==> src/rtl/load_store_agu.sv <==
// load_store_agu
// Load/store address-generation stage sitting directly in front of data_mem.
// It takes one issued load/store op per cycle from the reservation station and
// computes EA = (ra_zero ? 0 : ra_value) + offset, modulo 2^32. It builds
// left-justified big-endian byte-lane masks and aligned store data, then holds
// the access in a one-entry MEM slot toward data_mem.
// Update forms (lbzu/stwu/...) also load a one-entry UPD slot that writes EA
// back to rA. The two slots drain independently.
//
// Big-endian numbering is used on the address, data and lane ports (bit 0 = MSB,
// lane 0 = byte at EA).
//
// Ports
//   clk, rst                  clock, synchronous active-low reset
//   input_valid/input_ready   issue handshake from the reservation station
//   rs_id_in, result_reg_addr_in, ra_addr_in
//                             op tag, rD (loads) and rA field
//   op_load, op_size, op_update, ra_zero
//                             op decode
//   ra_value, offset, store_data
//                             operands
//   mem_*                     MEM slot / data_mem input handshake and payload
//   upd_*                     UPD slot / rA update writeback handshake and payload
module load_store_agu #(
    parameter int RS_ID_WIDTH = 5
) (
    input  logic                   clk,
    input  logic                   rst,
    input  logic                   input_valid,
    output logic                   input_ready,
    input  logic [RS_ID_WIDTH-1:0] rs_id_in,
    input  logic [4:0]             result_reg_addr_in,
    input  logic [4:0]             ra_addr_in,
    input  logic                   op_load,
    input  logic [1:0]             op_size,
    input  logic                   op_update,
    input  logic                   ra_zero,
    input  logic [0:31]            ra_value,
    input  logic [0:31]            offset,
    input  logic [0:31]            store_data,
    output logic                   mem_valid,
    input  logic                   mem_ready,
    output logic [RS_ID_WIDTH-1:0] mem_rs_id,
    output logic [4:0]             mem_result_reg_addr,
    output logic [0:31]            mem_address,
    output logic [0:3]             mem_write_en,
    output logic [0:31]            mem_write_data,
    output logic [0:3]             mem_read_en,
    output logic                   upd_valid,
    input  logic                   upd_ready,
    output logic [RS_ID_WIDTH-1:0] upd_rs_id,
    output logic [4:0]             upd_reg_addr,
    output logic [0:31]            upd_value
);

    // Byte-lane mask, left-justified: lane 0 is the byte at EA.
    // The reserved size code behaves as a word.
    function automatic logic [0:3] lane_mask(input logic [1:0] size);
        case (size)
            2'b00:   lane_mask = 4'b1000;
            2'b01:   lane_mask = 4'b1100;
            default: lane_mask = 4'b1111;
        endcase
    endfunction

    // Move the low-order byte/half of rS into the leading lanes.
    function automatic logic [0:31] align_store(input logic [1:0] size,
                                                input logic [0:31] sd);
        case (size)
            2'b00:   align_store = {sd[24:31], 24'b0};
            2'b01:   align_store = {sd[16:31], 16'b0};
            default: align_store = sd;
        endcase
    endfunction

    logic                   mem_vld_p1_q,   mem_vld_p1_d;
    logic [RS_ID_WIDTH-1:0] mem_rs_id_p1_q, mem_rs_id_p1_d;
    logic [4:0]             mem_rd_p1_q,    mem_rd_p1_d;
    logic [0:31]            mem_addr_p1_q,  mem_addr_p1_d;
    logic [0:3]             mem_wen_p1_q,   mem_wen_p1_d;
    logic [0:31]            mem_wdat_p1_q,  mem_wdat_p1_d;
    logic [0:3]             mem_ren_p1_q,   mem_ren_p1_d;

    logic                   upd_vld_p1_q,   upd_vld_p1_d;
    logic [RS_ID_WIDTH-1:0] upd_rs_id_p1_q, upd_rs_id_p1_d;
    logic [4:0]             upd_ra_p1_q,    upd_ra_p1_d;
    logic [0:31]            upd_val_p1_q,   upd_val_p1_d;

    logic [0:31] base_p0;
    logic [0:31] ea_p0;
    logic [0:3]  mask_p0;
    logic        accept_p0;
    logic        upd_load_p0;

    // Stage p0: EA, lane mask and acceptance, all combinational on the issue slot.
    // Each slot may take a new op if it is empty or draining this cycle.
    assign input_ready = (!mem_vld_p1_q || mem_ready) && (!upd_vld_p1_q || upd_ready);
    assign accept_p0   = input_valid && input_ready;
    // Update with rA = 0 is an invalid form: the access is still performed, the
    // writeback is suppressed.
    assign upd_load_p0 = accept_p0 && op_update && !ra_zero;

    assign base_p0 = ra_zero ? 32'h0 : ra_value;
    assign ea_p0   = base_p0 + offset;    // carry out discarded: modulo 2^32
    assign mask_p0 = lane_mask(op_size);

    always_comb begin
        mem_vld_p1_d   = mem_vld_p1_q;
        mem_rs_id_p1_d = mem_rs_id_p1_q;
        mem_rd_p1_d    = mem_rd_p1_q;
        mem_addr_p1_d  = mem_addr_p1_q;
        mem_wen_p1_d   = mem_wen_p1_q;
        mem_wdat_p1_d  = mem_wdat_p1_q;
        mem_ren_p1_d   = mem_ren_p1_q;
        upd_vld_p1_d   = upd_vld_p1_q;
        upd_rs_id_p1_d = upd_rs_id_p1_q;
        upd_ra_p1_d    = upd_ra_p1_q;
        upd_val_p1_d   = upd_val_p1_q;

        // Reload takes priority over drain so back-to-back ops keep full throughput.
        if (accept_p0) begin
            mem_vld_p1_d   = 1'b1;
            mem_rs_id_p1_d = rs_id_in;
            mem_rd_p1_d    = result_reg_addr_in;
            mem_addr_p1_d  = ea_p0;
            mem_wen_p1_d   = op_load ? 4'b0000 : mask_p0;
            mem_ren_p1_d   = op_load ? mask_p0 : 4'b0000;
            mem_wdat_p1_d  = op_load ? 32'h0 : align_store(op_size, store_data);
        end else if (mem_vld_p1_q && mem_ready) begin
            mem_vld_p1_d   = 1'b0;
        end

        if (upd_load_p0) begin
            upd_vld_p1_d   = 1'b1;
            upd_rs_id_p1_d = rs_id_in;
            upd_ra_p1_d    = ra_addr_in;
            upd_val_p1_d   = ea_p0;
        end else if (upd_vld_p1_q && upd_ready) begin
            upd_vld_p1_d   = 1'b0;
        end
    end

    // Stage p1: output slots. Reset discards both slots and clears their payloads.
    always_ff @(posedge clk) begin
        if (!rst) begin
            mem_vld_p1_q   <= 1'b0;
            mem_rs_id_p1_q <= '0;
            mem_rd_p1_q    <= '0;
            mem_addr_p1_q  <= '0;
            mem_wen_p1_q   <= '0;
            mem_wdat_p1_q  <= '0;
            mem_ren_p1_q   <= '0;
            upd_vld_p1_q   <= 1'b0;
            upd_rs_id_p1_q <= '0;
            upd_ra_p1_q    <= '0;
            upd_val_p1_q   <= '0;
        end else begin
            mem_vld_p1_q   <= mem_vld_p1_d;
            mem_rs_id_p1_q <= mem_rs_id_p1_d;
            mem_rd_p1_q    <= mem_rd_p1_d;
            mem_addr_p1_q  <= mem_addr_p1_d;
            mem_wen_p1_q   <= mem_wen_p1_d;
            mem_wdat_p1_q  <= mem_wdat_p1_d;
            mem_ren_p1_q   <= mem_ren_p1_d;
            upd_vld_p1_q   <= upd_vld_p1_d;
            upd_rs_id_p1_q <= upd_rs_id_p1_d;
            upd_ra_p1_q    <= upd_ra_p1_d;
            upd_val_p1_q   <= upd_val_p1_d;
        end
    end

    assign mem_valid           = mem_vld_p1_q;
    assign mem_rs_id           = mem_rs_id_p1_q;
    assign mem_result_reg_addr = mem_rd_p1_q;
    assign mem_address         = mem_addr_p1_q;
    assign mem_write_en        = mem_wen_p1_q;
    assign mem_write_data      = mem_wdat_p1_q;
    assign mem_read_en         = mem_ren_p1_q;
    assign upd_valid           = upd_vld_p1_q;
    assign upd_rs_id           = upd_rs_id_p1_q;
    assign upd_reg_addr        = upd_ra_p1_q;
    assign upd_value           = upd_val_p1_q;

endmodule

==> config.mk <==
export PLATFORM = sky130hd
export DESIGN_NAME = load_store_agu
export DESIGN_NICKNAME = d
export VERILOG_FILES = /design/src/rtl/load_store_agu.sv
export SDC_FILE = /design/constraint.sdc
export NUM_CORES = 1
export LEC_CHECK = 0
export ABC_CLOCK_PERIOD_IN_PS = 3650
export BUFFER_PORTS_ARGS = -buffer_cell sky130_fd_sc_hd__clkbuf_2
export CORE_AREA = 3 3 132 134
export DETAILED_ROUTE_END_ITERATION = 7
export DIE_AREA = 0 0 135 137
export PLACE_DENSITY = 0.66
export SYNTH_ARGS = -nofsm -noshare
export SYNTH_HDL_FRONTEND = slang
export SYNTH_SLANG_ARGS = --single-unit
==> constraint.sdc <==
create_clock -name clk -period 3.65 [get_ports clk]
set_input_delay 0.365 -clock clk [delete_from_list [all_inputs] [get_ports clk]]
set_output_delay 0.365 -clock clk [all_outputs]
set_load 0.005 [all_outputs]
# Yosys cells after proc, flatten, opt, wreduce, memory -nomap -nowiden
# Cells that the tools add are included.
# op_classes
addsub	1
eq_ne	1
mux	10
n_reduce_logical	14
# op_table
op	n
32-bit 2-to-1 mux	2
32-bit one-hot mux with 2 select lines	1
32-bit adder	1
4-bit 2-to-1 mux	2
1-bit logical AND	6
3-bit one-hot mux with 2 select lines	1
1-bit 2-to-1 mux	4
2-bit nonzero test	2
1-bit zero test	3
2-bit by 1-bit equality test with 1-bit output (second input constant)	1
2-bit zero test	1
1-bit logical OR	2
# word_totals
reg_bits	126
input_bits	121
output_inout_bits	127

# Logic depth before layout (Yosys ltp)
# logic_depth
word_depth	7
depth_mapped	12
depth_no_buf	11

# Worst setup path before layout
# No wires, ideal clock.
# synth_timing
path_type	input port to flip-flop
from	input port ra_zero
to	register upd_val_p1_q, in the netlist upd_value[1]
setup_ps	74
t_arrival_ps	2838
path_slack_ps	738
cell_stages	12
path_buffers	1
path_cell_list	clkbuf_1 > nor2b_1 > ha_1 > fa_1 > a21oi_1 > o21ai_0 > and3_1 > o211a_1 > nor2_1 > o31ai_1 > or3b_1 > a31oi_1
# synth_via
elab_chain_cells	2
# synth_lines
item	line_no	rtl
from (decl)	37	input logic ra_zero,
32-bit 2-to-1 mux / 1-bit zero test (equally long branches)	103, 101	
32-bit adder / 1-bit logical AND (equally long branches)	104, 101	
to (signal assigned)	168	upd_val_p1_q <= upd_val_p1_d;
to (decl)	87	logic [0:31] upd_val_p1_q, upd_val_p1_d;
# Parallel ways exist; a longest one is shown, timed or not.
# A chain may end at the register's enable or synchronous reset.

# Worst setup path in the final report
# layout_timing
from	input port ra_zero
to	register mem_addr_p1_q, in the netlist mem_address[4]
# layout_via
elab_chain_cells	2
# layout_lines
item	line_no	rtl
32-bit 2-to-1 mux	103	assign base_p0 = ra_zero ? 32'h0 : ra_value;
32-bit adder	104	assign ea_p0 = base_p0 + offset;
to (signal assigned)	161	mem_addr_p1_q <= mem_addr_p1_d;
to (decl)	79	logic [0:31] mem_addr_p1_q, mem_addr_p1_d;
# No other way between the ends.

==> flow_summary.toml <==
[logic_synthesis]
synthesis.nets = 953
ys_seq_area_share_pct = 38.4
avgSynthCellArea_sq_um = 8.09
synth.yosys.warnings = 0
ys_async_sr_fraction_pct = 0
syn-cell-area_sq_um = 6470
synth_edf_count = 0
ys_ff_latch = 124
synth_cells = 800
synth_flop_cell = "dfxtp_1"
synth_cell_type_count = 64

[final_layout]
final_cells = 1252
final_nets = 1174
final_cell_mix = "clkbuf_2, dfxtp_1, nand2_1"
ff_latch_area_sq_um = 2480
drive_gt1_share_pct = 29.8
multi_input_area_sq_um = 3730
fill_cells = 1614
antenna_cells = 0
area_delta_synth_final_pct = 30.4
final_common_cell = "clkbuf_2"

[clock_tree]
cts_resized = 0
root_buffer = "clkbuf_16"
cts_setup_buffers = 0
cts.clk_slew.worst_paths_ns = 0.06
postCtsHoldBufs = 0
cts_tree = "done"
clockBufferDepth = 2
htreeDepth = 4
clk-insertion-delay-late_ns = 0.41
cts_buffers = 17
cts.sinks = 124

[power]
peakVddDrop_mv = 0.316
p_switching_uw = 1050
total_power_uw = 3890
power_density_nw_per_um2 = 461
p_sw_share_pct = 27.0
seqPwrFrac_pct = 38.2
combPwrFrac_pct = 18.9
p_int_uw = 2840
clockPowerShare_pct = 43.0
p_leak_uw = 0.00387

[sta]
timing.setup.tns_ns = 0
setup_violations = 0
post-route-min-period_ns = 3.00
finalClockSkew_ns = 0.0132
hold_violations = 0
maxSlewHeadroom_pct = 36.2
slew_viol_final = 0
fmax_mhz = 333
tightest_slew_ns = 0.957
min_period_over_period_pct = 82.3
rsz0062_at_grt = "no"

[worst_setup_path]
critPathSlowestCell = "o41ai_1"
cp-end-kind = "flop"
crit_chain = "clkbuf_2, buf_4, nor2b_1, ha_1, a21o_1, a21oi_1, o22ai_1, o41ai_1, o21ai_0, o21bai_1, xnor2_1, o21ai_0"
critPathMostFrequentCell = "o21ai_0"
required_ns = 3.93
cp.arrival_ns = 3.28
slowest_delay_ns = 0.66
criticalPathCategory = "primary input to flop"
start_kind = "primary input"
crit_fanout = 12

[worst_hold_path]
min_path_type = "primary input to flop"

[die]
num_rows = 47
dieWidth_um = 135
fp.dieH_um = 137
start_util_pct = 39.4
dieArea_sq_um = 18500
io_pins = 248
coreArea_sq_um = 16400

[grt]
overflow = 0
track_usage_pct = 21.7
grt_max_degree = 73
grt_pass1_wl_mm = 31.4
antenna_found_initial = 0
grt_pass1_vias = 5829

[placement]
gp_congestion = 0.914
numPlacedInstances = 1222
dpl.hpwl_mm = 15.8
io_buffers = 247

[routing]
drc = 0
wl_per_cell_um = 16.5
drt-total-wl_mm = 20.6
via_per_inst = 5.26
drtIter0Drc = 381
postRouteAntennaNets = 0
drtPass1Iterations = 5
vias = 6586

[status]
status = "complete, no violations"

[run]
cap_violations = 0
==> power groups by stage <==
stage / Combinational, uW / Sequential [uW] / Clock, uW
floorplan: 434 / 1510 / 0
CTS: 739 / 1480 / 1710
detailed placement: 735 / 1510 / 0
global placement: 733 / 1510 / 0
finish: 734 / 1480 / 1670
global route: 819 / 1490 / 1770
==> cell usage after synthesis (3+ instances only) <==
cell      number  area (sq um)
o21a_1         7          52.6
inv_1          7          26.3
clkbuf_1      47           176
xor2_1         7          61.3
nor2b_1       40           250
nand4b_1       3          26.3
a22oi_1       24           180
mux2i_1       10           100
nand3_1       41           205
buf_2          9          45.0
dfxtp_1      124          2480
nand2_1      117           439
a21boi_0       9          67.6
nand4_1       13          81.3
a21o_1        14           105
or4_1          4          30.0
o22ai_1        3          18.8
o21ai_0       56           280
nor3_1         3          15.0
a211oi_1       4          30.0
ha_1          31           388
a31oi_1        5          31.3
xnor2_1       16           140
a31oi_4        3          63.8
nor2_1        67           251
nand2b_1       5          31.3
a222oi_1       8          80.1
a21oi_1       63           315
and2_1         9          56.3
o21bai_1       3          22.5
o31ai_1        3          22.5
==> critical path, delay by kind of cell <==
family	cells	cell delay [ns]
AO/OA/AOI/OAI	7	1.73
XOR/XNOR	1	0.22
adder cells (fa/ha/maj)	1	0.40
buffers and inverters	2	0.49
AND/OR/NAND/NOR	1	0.06
==> stage by stage <==
stage / setup slack, ns / utilization (%) / hold WS [ns] / area, sq um
2_1_floorplan: 0.738 / - / 0.448 / 6470
3_3_place_gp: 0.411 / 47.9 / 0.441 / 7860
3_5_place_dp: 0.299 / 47.9 / 0.446 / 7860
4_1_cts: 0.717 / 51.4 / 0.155 / 8440
5_1_grt: 0.450 / 51.4 / 0.173 / 8440
6_report: 0.645 / 51.4 / 0.174 / 8440
==> cell type report <==
type / count / area share (%)
tap: 220 / 3.26
timing repair buffer: 261 / 15.9
multi-input combinational: 610 / 44.2
clock inverter: 8 / 1.39
clock buffer: 22 / 5.50
sequential: 124 / 29.4
inverter: 7 / 0.311
==> cells by family after synthesis <==
group,count (synthesis),synth area share (%)
AND/OR/NAND/NOR,323,24.0
buffers and inverters,66,4.14
flip-flops,124,38.4
multiplexers,10,1.55
adder cells (fa/ha/maj),32,6.30
XOR/XNOR,23,3.11
AO/OA/AOI/OAI,222,22.5
==> path summary, 6_finish.rpt <==
check | from | to | slack [ns] | cells after the start
hold / removal | ra_addr_in[1] | upd_reg_addr[1] | 0.17 | 3
setup / recovery | ra_zero | mem_address[4] | 0.65 | 12
hold reg to reg | upd_rs_id[2] | upd_rs_id[2] | 0.45 | 2
setup reg to reg | upd_valid | mem_write_data[14] | 1.23 | 8
==> state kept, by name, indices dropped and copies added, names as in the netlist <==
name	flops
mem_rs_id	5
upd_value	32
upd_rs_id	5
mem_write_en	3
upd_valid	1
mem_address	32
upd_reg_addr	5
mem_read_en	3
mem_valid	1
mem_write_data	32
mem_result_reg_addr	5
==> metal layers <==
| metal | routed length [um] | global-route usage [%] |
|---|---|---|
| met1 | 8980 | 28.9 |
| met2 | 9640 | 34.6 |
| met3 | 1630 | 4.89 |
| met4 | 378 | 7.84 |
| met5 | 0 | 0 |
(Power assumes the default switching activity.)
